<file path="config.mk">
export PLATFORM = sky130hd
export DESIGN_NAME = toggle_event_rx
export DESIGN_NICKNAME = d
export VERILOG_FILES = /design/src/rtl/toggle_event_rx.sv
export SDC_FILE = /design/constraint.sdc
export NUM_CORES = 1
export LEC_CHECK = 0
export CAP_MARGIN = 0
export CORE_MARGIN = 4
export CORE_UTILIZATION = 61
export CTS_CLUSTER_SIZE = 10
export DETAILED_ROUTE_END_ITERATION = 12
export DONT_BUFFER_PORTS = 1
export HOLD_SLACK_MARGIN = 0.1
export PLACE_DENSITY = 0.77
export SKIP_CTS_REPAIR_TIMING = 1
export SLEW_MARGIN = 10
export SYNTH_ARGS = -nofsm -noshare
export SYNTH_HDL_FRONTEND = slang
export SYNTH_HIERARCHICAL = 1
export SYNTH_SLANG_ARGS = --single-unit
export TNS_END_PERCENT = 1
</file>
<file path="constraint.sdc">
create_clock -name clk -period 3.1 [get_ports clk]
set_clock_uncertainty 0.2 [all_clocks]
set_input_delay 0.155 -clock clk [delete_from_list [all_inputs] [get_ports clk]]
set_output_delay 0.155 -clock clk [all_outputs]
set_load 0.01 [all_outputs]
</file>
<file path="src/rtl/toggle_event_rx.sv">
// -----------------------------------------------------------------------------
// toggle_event_rx
//   Destination-side receiver for a bank of toggle-encoded events arriving from
//   an asynchronous source. Every level change on a channel is one event. Each
//   channel synchronises its level, turns each change into a one-cycle pulse
//   and accumulates pulses in a saturating pending counter that a consumer
//   drains with valid/ready, so bursts survive consumer backpressure.
//
// Ports
//   clk        destination clock
//   rst_n      asynchronous active-low reset
//   tgl_in     [CH]        asynchronous toggle levels, one per channel
//   evt_pulse  [CH]        one-cycle pulse per detected transition
//   evt_vld    [CH]        channel has at least one pending event
//   evt_rdy    [CH]        consumer takes one event when evt_vld & evt_rdy
//   evt_cnt    [CH*CNT_W]  pending count, channel i at [i*CNT_W +: CNT_W]
//   ovf        [CH]        sticky: an event was dropped at a saturated counter
//   ovf_clr                clears all ovf bits at the next edge
// -----------------------------------------------------------------------------

// Per-channel lane: synchroniser, edge detect, pending counter, overflow flag.
module toggle_event_lane #(
    parameter int SYNC_STAGES = 2,
    parameter int CNT_W       = 4
) (
    input  logic             clk,
    input  logic             rst_n,
    input  logic             tgl,
    input  logic             rdy,
    input  logic             ovf_clr,
    output logic             pulse,
    output logic             vld,
    output logic [CNT_W-1:0] cnt,
    output logic             ovf
);
    localparam logic [CNT_W-1:0] CNT_MAX = '1;

    // sync_q[0] is the first (metastability-catching) stage; tgl feeds it
    // directly with no logic in front.
    logic [SYNC_STAGES-1:0] sync_q;
    logic                   hist_q;
    logic                   inc;
    logic                   pop;

    always_ff @(posedge clk or negedge rst_n) begin
        if (!rst_n) begin
            sync_q <= '0;
            hist_q <= 1'b0;
        end else begin
            sync_q <= {sync_q[SYNC_STAGES-2:0], tgl};
            hist_q <= sync_q[SYNC_STAGES-1];
        end
    end

    // Both operands are flops, so the pulse is a clean decode of state.
    assign pulse = sync_q[SYNC_STAGES-1] ^ hist_q;
    assign vld   = (cnt != '0);
    assign inc   = pulse;
    assign pop   = vld & rdy;

    always_ff @(posedge clk or negedge rst_n) begin
        if (!rst_n) begin
            cnt <= '0;
            ovf <= 1'b0;
        end else begin
            // Simultaneous inc and pop cancel, even at saturation, so no
            // event is lost in that case.
            if (inc && !pop) begin
                if (cnt != CNT_MAX) cnt <= cnt + 1'b1;
            end else if (!inc && pop) begin
                cnt <= cnt - 1'b1;
            end
            // A drop in the same cycle as ovf_clr keeps the flag set.
            if (inc && !pop && (cnt == CNT_MAX)) ovf <= 1'b1;
            else if (ovf_clr)                    ovf <= 1'b0;
        end
    end
endmodule

module toggle_event_rx #(
    parameter int CH          = 4,
    parameter int SYNC_STAGES = 2,
    parameter int CNT_W       = 4
) (
    input  logic                clk,
    input  logic                rst_n,
    input  logic [CH-1:0]       tgl_in,
    output logic [CH-1:0]       evt_pulse,
    output logic [CH-1:0]       evt_vld,
    input  logic [CH-1:0]       evt_rdy,
    output logic [CH*CNT_W-1:0] evt_cnt,
    output logic [CH-1:0]       ovf,
    input  logic                ovf_clr
);
    for (genvar g = 0; g < CH; g++) begin : g_lane
        toggle_event_lane #(
            .SYNC_STAGES (SYNC_STAGES),
            .CNT_W       (CNT_W)
        ) u_lane (
            .clk     (clk),
            .rst_n   (rst_n),
            .tgl     (tgl_in[g]),
            .rdy     (evt_rdy[g]),
            .ovf_clr (ovf_clr),
            .pulse   (evt_pulse[g]),
            .vld     (evt_vld[g]),
            .cnt     (evt_cnt[g*CNT_W +: CNT_W]),
            .ovf     (ovf[g])
        );
    end
endmodule

</file>
==> key figures <==
Synthesis
  • Post-synth EDFFs: 0
  • Multiplexer share of the synthesized area: 8.360%
  • Synthesized area: 1556 um^2
  • Post-Syn Instances: 116
  • Synthesized flop and latch total: 32
  • Synth top cells by count: 32 x dfrtp_1, 16 x xor2_1, 8 x ha_1, 8 x mux2_1
  • Yosys top cell by area: dfrtp_1
  • Most frequent cell after synthesis: dfrtp_1
  • Share of async-settable or async-resettable flops after synthesis: 100.0%
  • Syn_nets: 139
  • Avg Inst Size Synth: 13.42 um^2
  • Synth Flop Type: dfrtp_1
  • Yosys warns: 6
  • Synth top area cells: dfrtp_1 51%, xor2_1 9.0%, ha_1 6.4%
  • Distinct cells, synth: 17
  • Xor and xnor area share after synthesis: 9.003%
  • Register area share after synthesis: 51.45%
  • Post-Synth Adder-Cell Area: 11.58%
  • Largest family of logic cells by synthesized area: adder cells
  • Post-synthesis simple-gate area fraction: 9.325%
  • Synth Area in Compound Gates: 9.325%
  • Yosys top cell area share: 51.45%

Die
  • Row count: 18
  • Die Y: 58.52 um
  • Die X: 58.52 um
  • Die ar.: 3424 um^2
  • Starting Density: 63.40%
  • I/O Pins: 39
  • Core Area: 2455 um^2

Setup path
  • Worst EP required: 3160 ps
  • Reg2Reg Depth: 7
  • Largest stage delay on the critical path: 520 ps
  • Critical Path End Type: flop
  • Worst Path Arrival: 2710 ps
  • CP Max Fanout: 7
  • Slowest stage cell on the critical path: dfrtp_1
  • Kind of critical path: flop to flop
  • Crit path launch type: flop
  • Setup slack, reg-to-reg: 450 ps
  • CP cell instances: o41ai_2 -> nand2_1 -> ha_1 -> a21o_2 -> a21oi_1 -> mux2i_1 -> xor2_1

STA
  • # setup viols final: 0
  • Post-route minimum period: 2652 ps
  • Period utilisation layout: 85.55%
  • Unrepaired setup endpoints after global routing: false
  • Setup ws final: 448.1 ps
  • Endpoints failing hold: 0
  • Slew @ Worst Pin: 482.1 ps
  • Max-slew violations: 0
  • Fmax: 0.3771 GHz
  • Setup_tns: 0 ps
  • Slew margin rel.: 67.75%

Global routing
  • Initial antenna violation count: 0
  • GRT Total Usage: 18.11%
  • First-pass GRT wire length: 4547 um
  • Vias in the first global route: 973
  • Grt total ovfl: 0
  • Largest net degree at the start of global routing: 33

Detailed routing
  • DRT Pass-1 Iters: 4
  • Number of routed nets with antenna violations: 0
  • Post-Route WL: 2874 um
  • Number of vias per cell: 6.006
  • DRC viols: 0
  • DR vias: 1003
  • Drt initial violations: 42
  • Wirelength per Cell: 17.21 um

Cells and area
  • Nets: 159
  • Fill cells: 161
  • Final instance area: 1805 um^2
  • Syn-to-layout area delta: 16.00%
  • Share of layout cells above drive strength 1: 21.90%
  • Inserted Diodes: 0

Job
  • Max_cap viols: 0

Placed design
  • Number of port buffers: 0
  • DP HPWL: 1984 um
  • Final RePlAce weighted congestion: 0.8491
  • Place WS: 463.5 ps
  • DP Area: 1594 um^2

Clocking
  • CTS Buf Count: 5
  • H-tree depth: 2
  • CTS Root Cell: clkbuf_4
  • Clk sinks: 32
  • Worst skew pair latency: 330 ps
  • CTS tree: yes
  • Clk slew on worst S/H paths: 110 ps
  • Clock Path Buffers: 2

Hold path
  • Worst hold path type: input pin to asynchronous set/reset pin

Power
  • Peak VDD IR: 0.0007176 V
  • PwrDens: 927.4 nW/um^2
  • Leakage: 0.7939 nW

Outcome
  • Run status: finished, final reports clean
## cell families after synthesis
kind of cell | Yosys count
xor gates and xnor gates | 16
AOI/OAI and AO/OA | 16
and+or+nand+nor | 24
muxes | 12
DFF | 32
adders and majority gates | 12
buffers and inverters | 4
## layer usage
| layer | up-vias | GRT usage, % | part of all wire [%] |
|---|---|---|---|
| li1 | 461 | - | - |
| met1 | 493 | 21.35 | 40 |
| met2 | 40 | 28.07 | 50 |
| met3 | 9 | 8.991 | 7.8 |
| met4 | 0 | 7.616 | 2.3 |
| met5 | - | 0 | 0 |
## critical path, delay by kind of cell (launching register included)
family	cells	cell delay (ps)
AO/OA/AOI/OAI	3	870
flip-flops	1	520
adder cells (fa/ha/maj)	1	350
multiplexers	1	250
AND/OR/NAND/NOR	1	210
XOR/XNOR	1	180
## metrics by stage
stage	cells	total power [mW]	hold slack, ps	util (%)
final	167	1.674	130.6	73.55
after global routing	167	1.832	128.6	73.55
after CTS	154	1.652	-717.5	67.43
after detailed placement	146	1.405	-339.9	64.93
after global placement	146	1.355	-339.9	64.93
after floorplan	116	1.258	-340.6	-
## worst paths after layout
path / endpoint / start
worst max register to register: g_lane[1].u_lane/cnt[3] / g_lane[1].u_lane/cnt[0]
worst min register to register: g_lane[3].u_lane/sync_q[1] / g_lane[3].u_lane/sync_q[0]
worst max-delay path: g_lane[1].u_lane/cnt[3] / g_lane[1].u_lane/cnt[0]
max in group asynchronous: g_lane[1].u_lane/cnt[2] / rst_n
worst min-delay path: g_lane[0].u_lane/cnt[3] / rst_n
min in group clk: g_lane[3].u_lane/sync_q[1] / g_lane[3].u_lane/sync_q[0]
## registers in the layout, summed over array words and instances (netlist names)
signal,cells
g_lane.u_lane/cnt,16
g_lane.u_lane/hist_q,4
g_lane.u_lane/ovf,4
g_lane.u_lane/sync_q,8
## power by group
part | switching [mW] | total, mW | internal, mW
Sequential | 0.292 | 0.838 | 0.546
Clock | 0.159 | 0.248 | 0.0891
Combinational | 0.279 | 0.588 | 0.310
## layout make-up
class | count | area [um^2] | share of cell area [%]
inverters | 4 | 15.01 | 0.8316
multi-input cells | 80 | 740.7 | 41.03
repair buffers | 13 | 150.1 | 8.316
well taps | 30 | 37.54 | 2.079
clock inverters | 3 | 23.77 | 1.317
flip-flops and latches | 32 | 800.8 | 44.35
clock buffers | 5 | 37.54 | 2.079
## layout by cell type, fill, tap and decap left out, drive strengths merged
cell type,n
a21o,4
a21oi,4
buf,2
clkbuf,5
clkinv,1
clkinvlp,2
dfrtp,32
dlygate4sd3,11
fa,4
ha,8
inv,4
mux2,8
mux2i,4
nand2,8
nand3,4
nand4,4
o22ai,4
o41ai,4
or2,4
or4,4
xor2,16
Note: power is estimated with default switching activity, not from simulation.
